==> src/rtl/mem_arbiter.sv <==
// mem_arbiter: two-port (instruction fetch + data) arbiter in front of a
// synchronous single-port memory. Each access walks IDLE -> ISSUE (-> RESP for
// reads) -> IDLE, so the memory sees at most one command every two cycles.
//
// Configuration macro: MEM_ARB_RR_EN
//   defined   : round-robin between the ports on contention.
//   undefined : data port has fixed priority; fetch is guaranteed a grant
//               after STARVE_MAX consecutive contention losses.
//
// Handshake: a requester raises *_req with a stable command and holds it
// until it sees *_gnt (a one-cycle pulse in the cycle the command is on the
// memory bus). On the edge that ends the gnt cycle it drops *_req or replaces
// the command with a new one. Requests are only looked at in IDLE, and
// ISSUE/RESP always last one cycle, so a command is never issued twice.
// *_rvalid pulses for one cycle with *_rdata; *_rdata holds its last value
// otherwise.
module mem_arbiter #(
    parameter int AW         = 8,
    parameter int DW         = 8,
    parameter int STARVE_MAX = 4
) (
    input  logic          clk,
    input  logic          rst_n,
    // instruction fetch port (read only)
    input  logic          if_req,
    input  logic [AW-1:0] if_addr,
    output logic          if_gnt,
    output logic          if_rvalid,
    output logic [DW-1:0] if_rdata,
    // data port
    input  logic          d_req,
    input  logic          d_we,
    input  logic [AW-1:0] d_addr,
    input  logic [DW-1:0] d_wdata,
    output logic          d_gnt,
    output logic          d_rvalid,
    output logic [DW-1:0] d_rdata,
    // memory side
    output logic          mem_en,
    output logic          mem_we,
    output logic [AW-1:0] mem_addr,
    output logic [DW-1:0] mem_wdata,
    input  logic [DW-1:0] mem_rdata,
    // FSM state for observation: 0 = IDLE, 1 = ISSUE, 2 = RESP
    output logic [1:0]    dbg_state
);

    typedef enum logic [1:0] {
        IDLE  = 2'd0,
        ISSUE = 2'd1,
        RESP  = 2'd2
    } state_t;

    state_t        state;
    logic          owner_d;     // 1 = data port owns the access in flight
    logic          we_q;        // access in flight is a write
    logic [DW-1:0] if_rdata_q;  // last fetch read data
    logic [DW-1:0] d_rdata_q;   // last data read data
    logic          any_req;
    logic          grant_d;     // arbitration result: 1 = data port wins

    assign any_req   = if_req | d_req;
    assign dbg_state = state;

    // Read data is passed straight from the memory during the rvalid cycle
    // (the memory output is only valid then) and held from a register after.
    assign if_rdata = if_rvalid ? mem_rdata : if_rdata_q;
    assign d_rdata  = d_rvalid  ? mem_rdata : d_rdata_q;

`ifdef MEM_ARB_RR_EN
    logic last_d;  // 1 = data port was granted most recently

    // Round-robin decision: the port not granted last wins on contention.
    always_comb begin
        grant_d = 1'b0;
        if (if_req && d_req) begin
            grant_d = ~last_d;
        end else begin
            grant_d = d_req;
        end
    end
`else
    localparam int CW = (STARVE_MAX < 1) ? 1 : $clog2(STARVE_MAX + 1);

    logic [CW-1:0] starve_cnt;  // consecutive fetch contention losses
    logic          starve_hit;

    assign starve_hit = (starve_cnt == CW'(STARVE_MAX));

    // Fixed-priority decision: data wins unless fetch has starved long enough.
    always_comb begin
        grant_d = 1'b0;
        if (d_req && !(if_req && starve_hit)) begin
            grant_d = 1'b1;
        end
    end
`endif

    // Main FSM: arbitration, command registers and all registered outputs.
    always_ff @(posedge clk or negedge rst_n) begin
        if (!rst_n) begin
            state      <= IDLE;
            owner_d    <= 1'b0;
            we_q       <= 1'b0;
            if_gnt     <= 1'b0;
            d_gnt      <= 1'b0;
            if_rvalid  <= 1'b0;
            d_rvalid   <= 1'b0;
            mem_en     <= 1'b0;
            mem_we     <= 1'b0;
            mem_addr   <= '0;
            mem_wdata  <= '0;
            if_rdata_q <= '0;
            d_rdata_q  <= '0;
`ifdef MEM_ARB_RR_EN
            last_d     <= 1'b1;
`else
            starve_cnt <= '0;
`endif
        end else begin
            case (state)
                IDLE: begin
                    if (any_req) begin
                        owner_d <= grant_d;
                        mem_en  <= 1'b1;
                        state   <= ISSUE;
                        if (grant_d) begin
                            we_q      <= d_we;
                            mem_we    <= d_we;
                            mem_addr  <= d_addr;
                            mem_wdata <= d_wdata;
                            d_gnt     <= 1'b1;
                        end else begin
                            // fetch is always a read
                            we_q      <= 1'b0;
                            mem_we    <= 1'b0;
                            mem_addr  <= if_addr;
                            mem_wdata <= '0;
                            if_gnt    <= 1'b1;
                        end
`ifdef MEM_ARB_RR_EN
                        last_d <= grant_d;
`else
                        if (!grant_d) begin
                            starve_cnt <= '0;
                        end else if (if_req) begin
                            starve_cnt <= starve_cnt + CW'(1);
                        end
`endif
                    end
                end

                ISSUE: begin
                    mem_en    <= 1'b0;
                    mem_we    <= 1'b0;
                    mem_addr  <= '0;
                    mem_wdata <= '0;
                    if_gnt    <= 1'b0;
                    d_gnt     <= 1'b0;
                    if (we_q) begin
                        state <= IDLE;
                    end else begin
                        state <= RESP;
                        if (owner_d) begin
                            d_rvalid <= 1'b1;
                        end else begin
                            if_rvalid <= 1'b1;
                        end
                    end
                end

                RESP: begin
                    if_rvalid <= 1'b0;
                    d_rvalid  <= 1'b0;
                    if (owner_d) begin
                        d_rdata_q <= mem_rdata;
                    end else begin
                        if_rdata_q <= mem_rdata;
                    end
                    state <= IDLE;
                end

                default: begin
                    mem_en    <= 1'b0;
                    mem_we    <= 1'b0;
                    if_gnt    <= 1'b0;
                    d_gnt     <= 1'b0;
                    if_rvalid <= 1'b0;
                    d_rvalid  <= 1'b0;
                    state     <= IDLE;
                end
            endcase
        end
    end

endmodule

==> config.mk <==
export PLATFORM = sky130hd
export DESIGN_NAME = mem_arbiter
export DESIGN_NICKNAME = d
export VERILOG_FILES = /design/src/rtl/mem_arbiter.sv
export SDC_FILE = /design/constraint.sdc
export NUM_CORES = 1
export LEC_CHECK = 0
export ABC_AREA = 0
export CAP_MARGIN = 20
export CORE_UTILIZATION = 47
export CTS_CLUSTER_DIAMETER = 120
export DETAILED_ROUTE_END_ITERATION = 10
export PLACE_DENSITY = 0.88
export SYNTH_ARGS = -nofsm -noshare
export SYNTH_HDL_FRONTEND = slang
export SYNTH_SLANG_ARGS = --single-unit
==> constraint.sdc <==
create_clock -name clk -period 2.35 [get_ports clk]
set_clock_uncertainty 0.1 [all_clocks]
set_input_delay 0.3525 -clock clk [delete_from_list [all_inputs] [get_ports clk]]
set_output_delay 0.3525 -clock clk [all_outputs]
set_load 0.02 [all_outputs]
# --- Word level (Yosys, flattened, before mapping) ---
# Cells that the tools add are included.
classes:
  n_addsub: 1
  reduce_logical: 15
  mux: 31
  n_eq_ne: 10
  bitwise: 4
op_table:
  columns: ["op", "count"]
  rows:
  - ["8-bit two-way mux", 6]
  - ["8-bit case mux with 2 select lines", 2]
  - ["3-bit AND reduction", 5]
  - ["2-bit != test, second input constant", 7]
  - ["1-bit two-way mux", 12]
  - ["1-bit case mux with 2 select lines", 6]
  - ["2-bit AND reduction", 5]
  - ["3-bit two-way mux", 2]
  - ["2-bit two-way mux", 2]
  - ["2-bit case mux with 2 select lines", 1]
  - ["3-bit by 1-bit adder with 3-bit output, second input constant", 1]
  - ["3-bit equality test, second input constant", 1]
  - ["1-bit inverter", 3]
  - ["2-bit by 1-bit equality test with 1-bit output, second input constant", 1]
  - ["2-bit equality test, second input constant", 1]
  - ["1-bit logical AND", 2]
  - ["2-bit logical NOT", 1]
  - ["2-bit nonzero test", 1]
  - ["1-bit logical NOT", 1]
  - ["1-bit bitwise OR", 1]
totals:
  word_cells: 75
  in_bits: 37
  reg_bits: 45
  output_inout_bits: 40

# --- Longest topological paths before layout ---
# Gate-level depths: netlist of run 1.
logic_depth:
  depth_word: 8
  depth_mapped: 6
  ltp_nobuf: 5

# --- Worst setup path after synthesis of run 1 ---
# Ideal clock, no wire load.
synth_timing:
  path_type: "flip-flop to flip-flop"
  startpoint: "reg state[1], in the netlist dbg_state[1]"
  endpoint: "reg starve_cnt[2]"
  slack_ns: 0.622
  t_required_ns: 2.126
  setup_ns: 0.124
  path_buffers: 3
  path_stages_with_launch: 6
  synth_period_minus_slack_ns: 1.728
  arrival_time_ns: 1.504
  cell_sequence: "dfrtp_1 > buf_6 > or3b_1 > buf_2 > buf_6 > a211o_1"
synth_between:
  elab_chain_len: 2
synth_lines:
  columns: ["element", "line", "source"]
  rows:
  - ["from (decl)", "54", "state_t state;"]
  - ["from (signal assigned)", "102", "state <= IDLE;"]
  - ["from (signal assigned)", "126", "state <= ISSUE;"]
  - ["from (signal assigned)", "161", "state <= IDLE;"]
  - ["2-bit logical NOT", "121", "case (state)"]
  - ["3-bit AND reduction (no line)", null, null]
  - ["to (signal assigned)", "147", "starve_cnt <= starve_cnt + CW'(1);"]
  - ["to (decl)", "85", "logic [CW-1:0] starve_cnt;"]
# Every way passes these cells.
# A chain may end at the register's enable or synchronous reset.

# --- Worst setup path in the final report of run 1 ---
layout_timing:
  startpoint: "reg if_rvalid"
  endpoint: "out if_rdata[3]"
layout_between:
  elab_chain_len: 1
layout_lines:
  columns: ["element", "line", "source"]
  rows:
  - ["from (decl)", "28", "output logic if_rvalid,"]
  - ["from (signal assigned)", "107", "if_rvalid <= 1'b0;"]
  - ["from (signal assigned)", "167", "if_rvalid <= 1'b1;"]
  - ["from (signal assigned)", "173", "if_rvalid <= 1'b0;"]
  - ["8-bit two-way mux", "67", "assign if_rdata = if_rvalid ? mem_rdata : if_rdata_q;"]
  - ["to (decl)", "29", "output logic [DW-1:0] if_rdata,"]
# Every way passes these cells.

==> impl_results.md, run 1 <==
* Outcome: finished clean
* Worst skew pair latency at 0.29 ns
* Seq/Total Area, Yosys at 55.6%
* Total global-route track usage at 20.3%
* Worst Setup End Kind: output port
* Post-DRT Antenna Nets at 0
* Die area at 4570 um^2
* Via/cell ratio at 5.38
* Number of port buffers at 76
* Syn_area_per_cell at 13.4 um^2
* Cell Pwr Density at 1380 nW/um^2
* Grt ovf at 0
* Post-CTS setup buffer count at 0
* Vias in the first global route at 1503
* Routed WL at 4340 um
* Routed vias at 1517
* RSZ-0062 raised after global routing: false
* H-tree levels at 2
* TritonCTS Buffers at 5
* Worst-Margin Slew at 0.541 ns
* Finished Cell Area at 2950 um^2
* Placement Cell Area at 2830 um^2
* First-pass GRT wire length at 6790 um
* Area of the multi-input gates at 823 um^2
* Reg-to-reg endpoint: mem_addr[7]
* Finished Core Util at 72.6%
* Routed WL per cell at 15.4 um
* Die Width at 67.6 um
* Final period utilization at 97.1%
* Maximum vdd drop at 0.794 mV
* Max-slew violations at 0
* Asr flop ratio synth at 100%
* Register Area at 1130 um^2
* Mapped Area at 2020 um^2
* Row cnt at 23
* Setup violators final at 0
* DP HPWL at 3020 um
* Clock Sinks at 45
* Gpl congestion at 0.676
* Residual DRC at 0
* Cells after Synth at 151
* Placed Instances at 274
* Ports at 77
* Largest net degree at the start of global routing at 46
* Drt first pass iters at 4
* Register bit total from synthesis at 45
* Root buffer cell: clkbuf_8
* CTS tree: yes
* Fmax at 438 MHz
* Syn. warnings at 0
* Final cell count without fillers at 282
* Cts repair resizes at 0
* Leakage at 0.00126 uW
* Synthesized Nets at 190
* CP Launch Type: flip-flop
* Vert. Die Dim at 67.6 um
* Setup CP Type: reg2out
* Layout area overhead at 45.6%
* Maximum fanout along the worst path at 10
* # diodes at 0
* Clk pin slew, worst setup/hold paths at 0.08 ns
* Deepest clock path buffer count at 2
* Fillers at 280
* Crit path from: if_rvalid
* Minimum clock period at 2.28 ns
* Initial antenna violation count at 0
* Slew HR at 63.9%
* Number of synthesized flops with an enable pin at 0
* Core area at 4060 um^2
* WP data arrival at 1.83 ns
* Post-synthesis cell type count at 25
* NumNets Final at 270
* Flop2flop setup slack at 0.54 ns
* R2R depth at 6
* Final Hold Fails at 0
* Setup TNS at 0 ns
* Hold-fix buffers, CTS at 0
* Starting Density at 49.9%
* Hold/Removal Path Class: in2async
* Max cap viols at 0
* CP required at 1.90 ns
* Layout cells sized above 1 at 22.4%
* Launching point of the worst reg2reg path: starve_cnt[0]
* Main flop type after synthesis: dfrtp_1
* Crit path to: if_rdata[3]
* DR iter-0 viols at 57
## metrics by stage
stage / hold slack (ns) / worst slack [ns] / power, uW
6_report: 0.0309 / 0.0681 / 4080
3_3_place_gp: 0.358 / 0.248 / 3460
5_1_grt: 0.0882 / 0.0156 / 4320
4_1_cts: 0.0494 / 0.0440 / 4110
2_1_floorplan: -0.0431 / 0.622 / 2610
3_5_place_dp: 0.368 / 0.242 / 3500
## how the worst min path moves through the flow
stage               start           end  slack, ns  cells past startpoint
detailed placement  rst_n  d_rdata_q[0]       0.37                      2
finish              rst_n   mem_addr[1]       0.03                      2
global placement    rst_n  d_rdata_q[6]       0.36                      2
CTS                 rst_n  d_rdata_q[0]       0.05                      2
global route        rst_n  d_rdata_q[0]       0.09                      2
floorplan           rst_n         d_gnt      -0.04                      0
## where the power goes
| group | leakage (uW) | switching (uW) | internal (uW) |
|---|---|---|---|
| sequential | 0.000561 | 285 | 1130 |
| clock | 0.0000585 | 243 | 347 |
| combinational | 0.000644 | 955 | 1120 |
## per-layer routing
metal	track usage (%)	up-vias	routed length (um)
li1	-	718	-
met1	26.0	731	1950
met2	33.3	61	2070
met3	5.07	7	268
met4	7.18	0	55
met5	0	-	0
## state kept, by name, indices dropped and copies added, names as in the netlist, 2 cells and up
register	cells
d_rdata_q	8
dbg_state	2
if_rdata_q	8
starve_cnt	3
mem_addr	8
mem_wdata	8
## cells by family (layout without fill, tap and decap cells)
group	Yosys count	count (layout)	share of synthesized area (%)
compound gates	31	31	12.5
simple gates	26	26	9.09
mux	32	32	17.8
fa+ha+maj	2	2	1.24
buf+inv	15	96	3.71
flops	45	45	55.6
## layout make-up
class                   instances  share of cell area [%]
clock buffers                   7                    2.93
clock inverters                 1                    1.02
inverters                       7                   0.891
multi-input cells              91                    27.9
flip-flops and latches         45                    38.2
well taps                      50                    2.12
repair buffers                 81                    26.9
## synthesized netlist by cell type (5+ instances only)
cell type / number / area, um^2
dfrtp_1: 45 / 1130
mux2_2: 32 / 360
a22o_1: 9 / 78.8
a221o_1: 8 / 80.1
inv_1: 7 / 26.3
o21ai_0: 7 / 35.0
nand2_1: 5 / 18.8
nor3b_1: 5 / 37.5
nor3b_2: 5 / 62.6
## worst max-delay path, cell delays in order, from the launching register on
cell and delay [ns]:
dfrtp_1 0.60, mux2_2 0.40, clkdlybuf4s50_1 0.54
## layout by cell type (no fill, tap or decap), types with 2 or more instances in the layout
master / count
clkdlybuf4s50_1: 75
dfrtp_1: 45
mux2_2: 32
a22o_1: 9
a221o_1: 8
inv_1: 7
o21ai_0: 7
clkbuf_8: 6
nor3b_2: 5
nand2_1: 5
nor3b_1: 5
buf_4: 5
nand3_1: 3
a21o_1: 3
nor2_1: 2
o2bb2ai_1: 2
ha_1: 2
Power figures use the tool's default switching activity.
==> inputs of run 2 (changes only) <==
--- a/config.mk
+++ b/config.mk
@@ -10,7 +10,7 @@
 export CORE_UTILIZATION = 47
 export CTS_CLUSTER_DIAMETER = 120
 export DETAILED_ROUTE_END_ITERATION = 10
-export PLACE_DENSITY = 0.88
+export PLACE_DENSITY = 0.84
 export SYNTH_ARGS = -nofsm -noshare
 export SYNTH_HDL_FRONTEND = slang
 export SYNTH_SLANG_ARGS = --single-unit
==> run 2 against run 1 <==
  * Cell count fell by 0.35%
  * Largest power group unchanged
  * Largest cell class unchanged
  * Critical endpoint is now d_rdata[6]
  * Via count rose by 2.8%
  * Critical path depth did not move
  * Worst setup slack improved by 0.11 ns
  * Count of clock-buffer cells in the layout did not move
  * Wire length rose by 9.0%
  * Register-to-register slack got worse by 0.13 ns
  * Die area did not move
==> impl_results.md, run 2 (same netlist as run 1, synthesis figures left out) <==
* Metal2 WL at 2470 um (was 2070 um)
* CP top delay family: buffers and inverters (was flip-flops)
* Starting Density at 49.9% (unchanged)
* Die area at 4570 um^2 (unchanged)
* # diodes at 0 (unchanged)
* Drt first pass iters at 4 (unchanged)
* Worst-Margin Slew at 0.725 ns (was 0.541 ns)
* Outcome: finished clean (unchanged)
* Maximum vdd drop at 0.644 mV (was 0.794 mV)
* Layout area overhead at 44.7% (was 45.6%)
* Setup TNS at 0 ns (unchanged)
* Residual DRC at 0 (unchanged)
* Via/cell ratio at 5.55 (was 5.38)
* Placed Instances at 272 (was 274)
* Finished Cell Area at 2930 um^2 (was 2950 um^2)
* Placement Cell Area at 2820 um^2 (was 2830 um^2)
* Routed WL per cell at 16.9 um (was 15.4 um)
* Total global-route track usage at 22.8% (was 20.3%)
* Setup violators final at 0 (unchanged)
* Final period utilization at 92.4% (was 97.1%)
* Grt ovf at 0 (unchanged)
* Post-CTS setup buffer count at 0 (unchanged)
* RSZ-0062 raised after global routing: false (unchanged)
* Layout cells sized above 1 at 22.9% (was 22.4%)
* Leakage at 0.00125 uW (was 0.00126 uW)
* Minimum clock period at 2.17 ns (was 2.28 ns)
* Die Width at 67.6 um (unchanged)
* Deepest clock path buffer count at 2 (unchanged)
* Maximum fanout along the worst path at 10 (unchanged)
* Vert. Die Dim at 67.6 um (unchanged)
* Routed WL at 4740 um (was 4340 um)
* CTS tree: yes (unchanged)
* Finished Core Util at 72.2% (was 72.6%)
* Max-slew violations at 0 (unchanged)
* Clk pin slew, worst setup/hold paths at 0.08 ns (about the same)
* Number of port buffers at 76 (unchanged)
* NumNets Final at 269 (was 270)
* Most frequent cells in the layout: 75 x clkdlybuf4s50_1, 43 x dfrtp_1, 32 x mux2_2 (was 75 x clkdlybuf4s50_1, 45 x dfrtp_1, 32 x mux2_2)
* Gpl congestion at 0.799 (was 0.676)
* DR iter-0 viols at 41 (was 57)
* TritonCTS Buffers at 5 (unchanged)
* Slew HR at 51.7% (was 63.9%)
* Final cell count without fillers at 281 (was 282)
* H-tree levels at 2 (unchanged)
* Core area at 4060 um^2 (unchanged)
* WP data arrival at 1.72 ns (was 1.83 ns)
* Commonest non-fill, non-tap cell in the layout: clkdlybuf4s50_1 (unchanged)
* DP HPWL at 3560 um (was 3020 um)
* Cell-by-cell listing of the critical path: mux2_2 > clkdlybuf4s50_1 (unchanged)
* Worst skew pair latency at 0.29 ns (about the same)
* Max cap viols at 0 (unchanged)
* Worst Path Buf+Inv at 1 (unchanged)
* Routed wl met3 at 308 um (was 268 um)
* Final Hold Fails at 0 (unchanged)
* Vias in the first global route at 1597 (was 1503)
* Slowest CP cell: clkdlybuf4s50_1 (was dfrtp_1)
* Hold/Removal Path Class: in2async (unchanged)
* Routed vias at 1559 (was 1517)
* Ports at 77 (unchanged)
* Row cnt at 23 (unchanged)
* Worst Setup End Kind: output port (unchanged)
* CP Launch Type: flip-flop (unchanged)
* Root buffer cell: clkbuf_8 (unchanged)
* DR top layer: met4 (unchanged)
* Cell Pwr Density at 1370 nW/um^2 (was 1380 nW/um^2)
* Fmax at 460 MHz (was 438 MHz)
* CP max stage delay at 0.54 ns (was 0.60 ns)
* Clock Sinks at 45 (unchanged)
* Length of routed wiring on met1 at 1870 um (was 1950 um)
* First-pass GRT wire length at 7530 um (was 6790 um)
* CP required at 1.90 ns (about the same)
* Initial antenna violation count at 0 (unchanged)
* Setup CP Type: reg2out (unchanged)
* Largest net degree at the start of global routing at 21 (was 46)
* Post-DRT Antenna Nets at 0 (unchanged)
run 2: cell types whose count changed in the layout (fill, tap and decap cells not counted), sizes merged:
cell and change:
buf -2, bufinv -1, clkinv +1, dlygate4sd3 +1
run 2: through the flow:
stage               power (uW)  hold slack, ns  setup WS [ns]
floorplan                 2610         -0.0431          0.622
global placement          3430           0.111          0.273
detailed placement        3520           0.113          0.216
CTS                       4040           0.345         0.0363
global route              4250           0.383          0.119
finish                    4010           0.360          0.178
run 2: repair_timing:
item,4_1_cts,5_1_grt
gates resized for setup,0,2
endpoints found under the hold margin,8,0
hold buffers,1,0
endpoints found under the setup margin,0,4
run 2: power breakdown:
part	total, uW	internal [uW]	switching (uW)
Sequential	1420	1130	288
Clock	513	266	247
Combinational	2080	1110	974
Total	4010	2500	1510
run 2: final timing paths:
path	startpoint	end	slack, ns	cells past startpoint
max	d_rvalid	d_rdata[6]	0.18	2
min	rst_n	if_rdata_q[4]	0.36	2
max reg2reg	starve_cnt[0]	mem_addr[7]	0.41	5
min reg2reg	we_q	dbg_state[1]	0.37	1
max in group asynchronous	rst_n	if_rvalid	1.26	3
min in group clk	we_q	dbg_state[1]	0.37	1
run 2: final cells by class:
class,instances,area [um^2]
fill,280,1130
tap,50,62.6
clock inverter,1,5.00
multi-input combinational,91,823
timing repair buffer,80,788
clock buffer,7,96.3
sequential,45,1130
inverter,7,26.3
run 2: routing by layer:
layer	global-route usage (%)	vias up
li1	-	712
met1	26.6	774
met2	39.9	66
met3	5.57	7
met4	8.78	0
met5	0	-
==> inputs of run 3 (changes only) <==
--- a/config.mk
+++ b/config.mk
@@ -11,6 +11,7 @@
 export CTS_CLUSTER_DIAMETER = 120
 export DETAILED_ROUTE_END_ITERATION = 10
 export PLACE_DENSITY = 0.84
+export SLEW_MARGIN = 30
 export SYNTH_ARGS = -nofsm -noshare
 export SYNTH_HDL_FRONTEND = slang
 export SYNTH_SLANG_ARGS = --single-unit
==> results of run 3 <==
The final DEF is identical to that of run 2; final timing and power are the same.
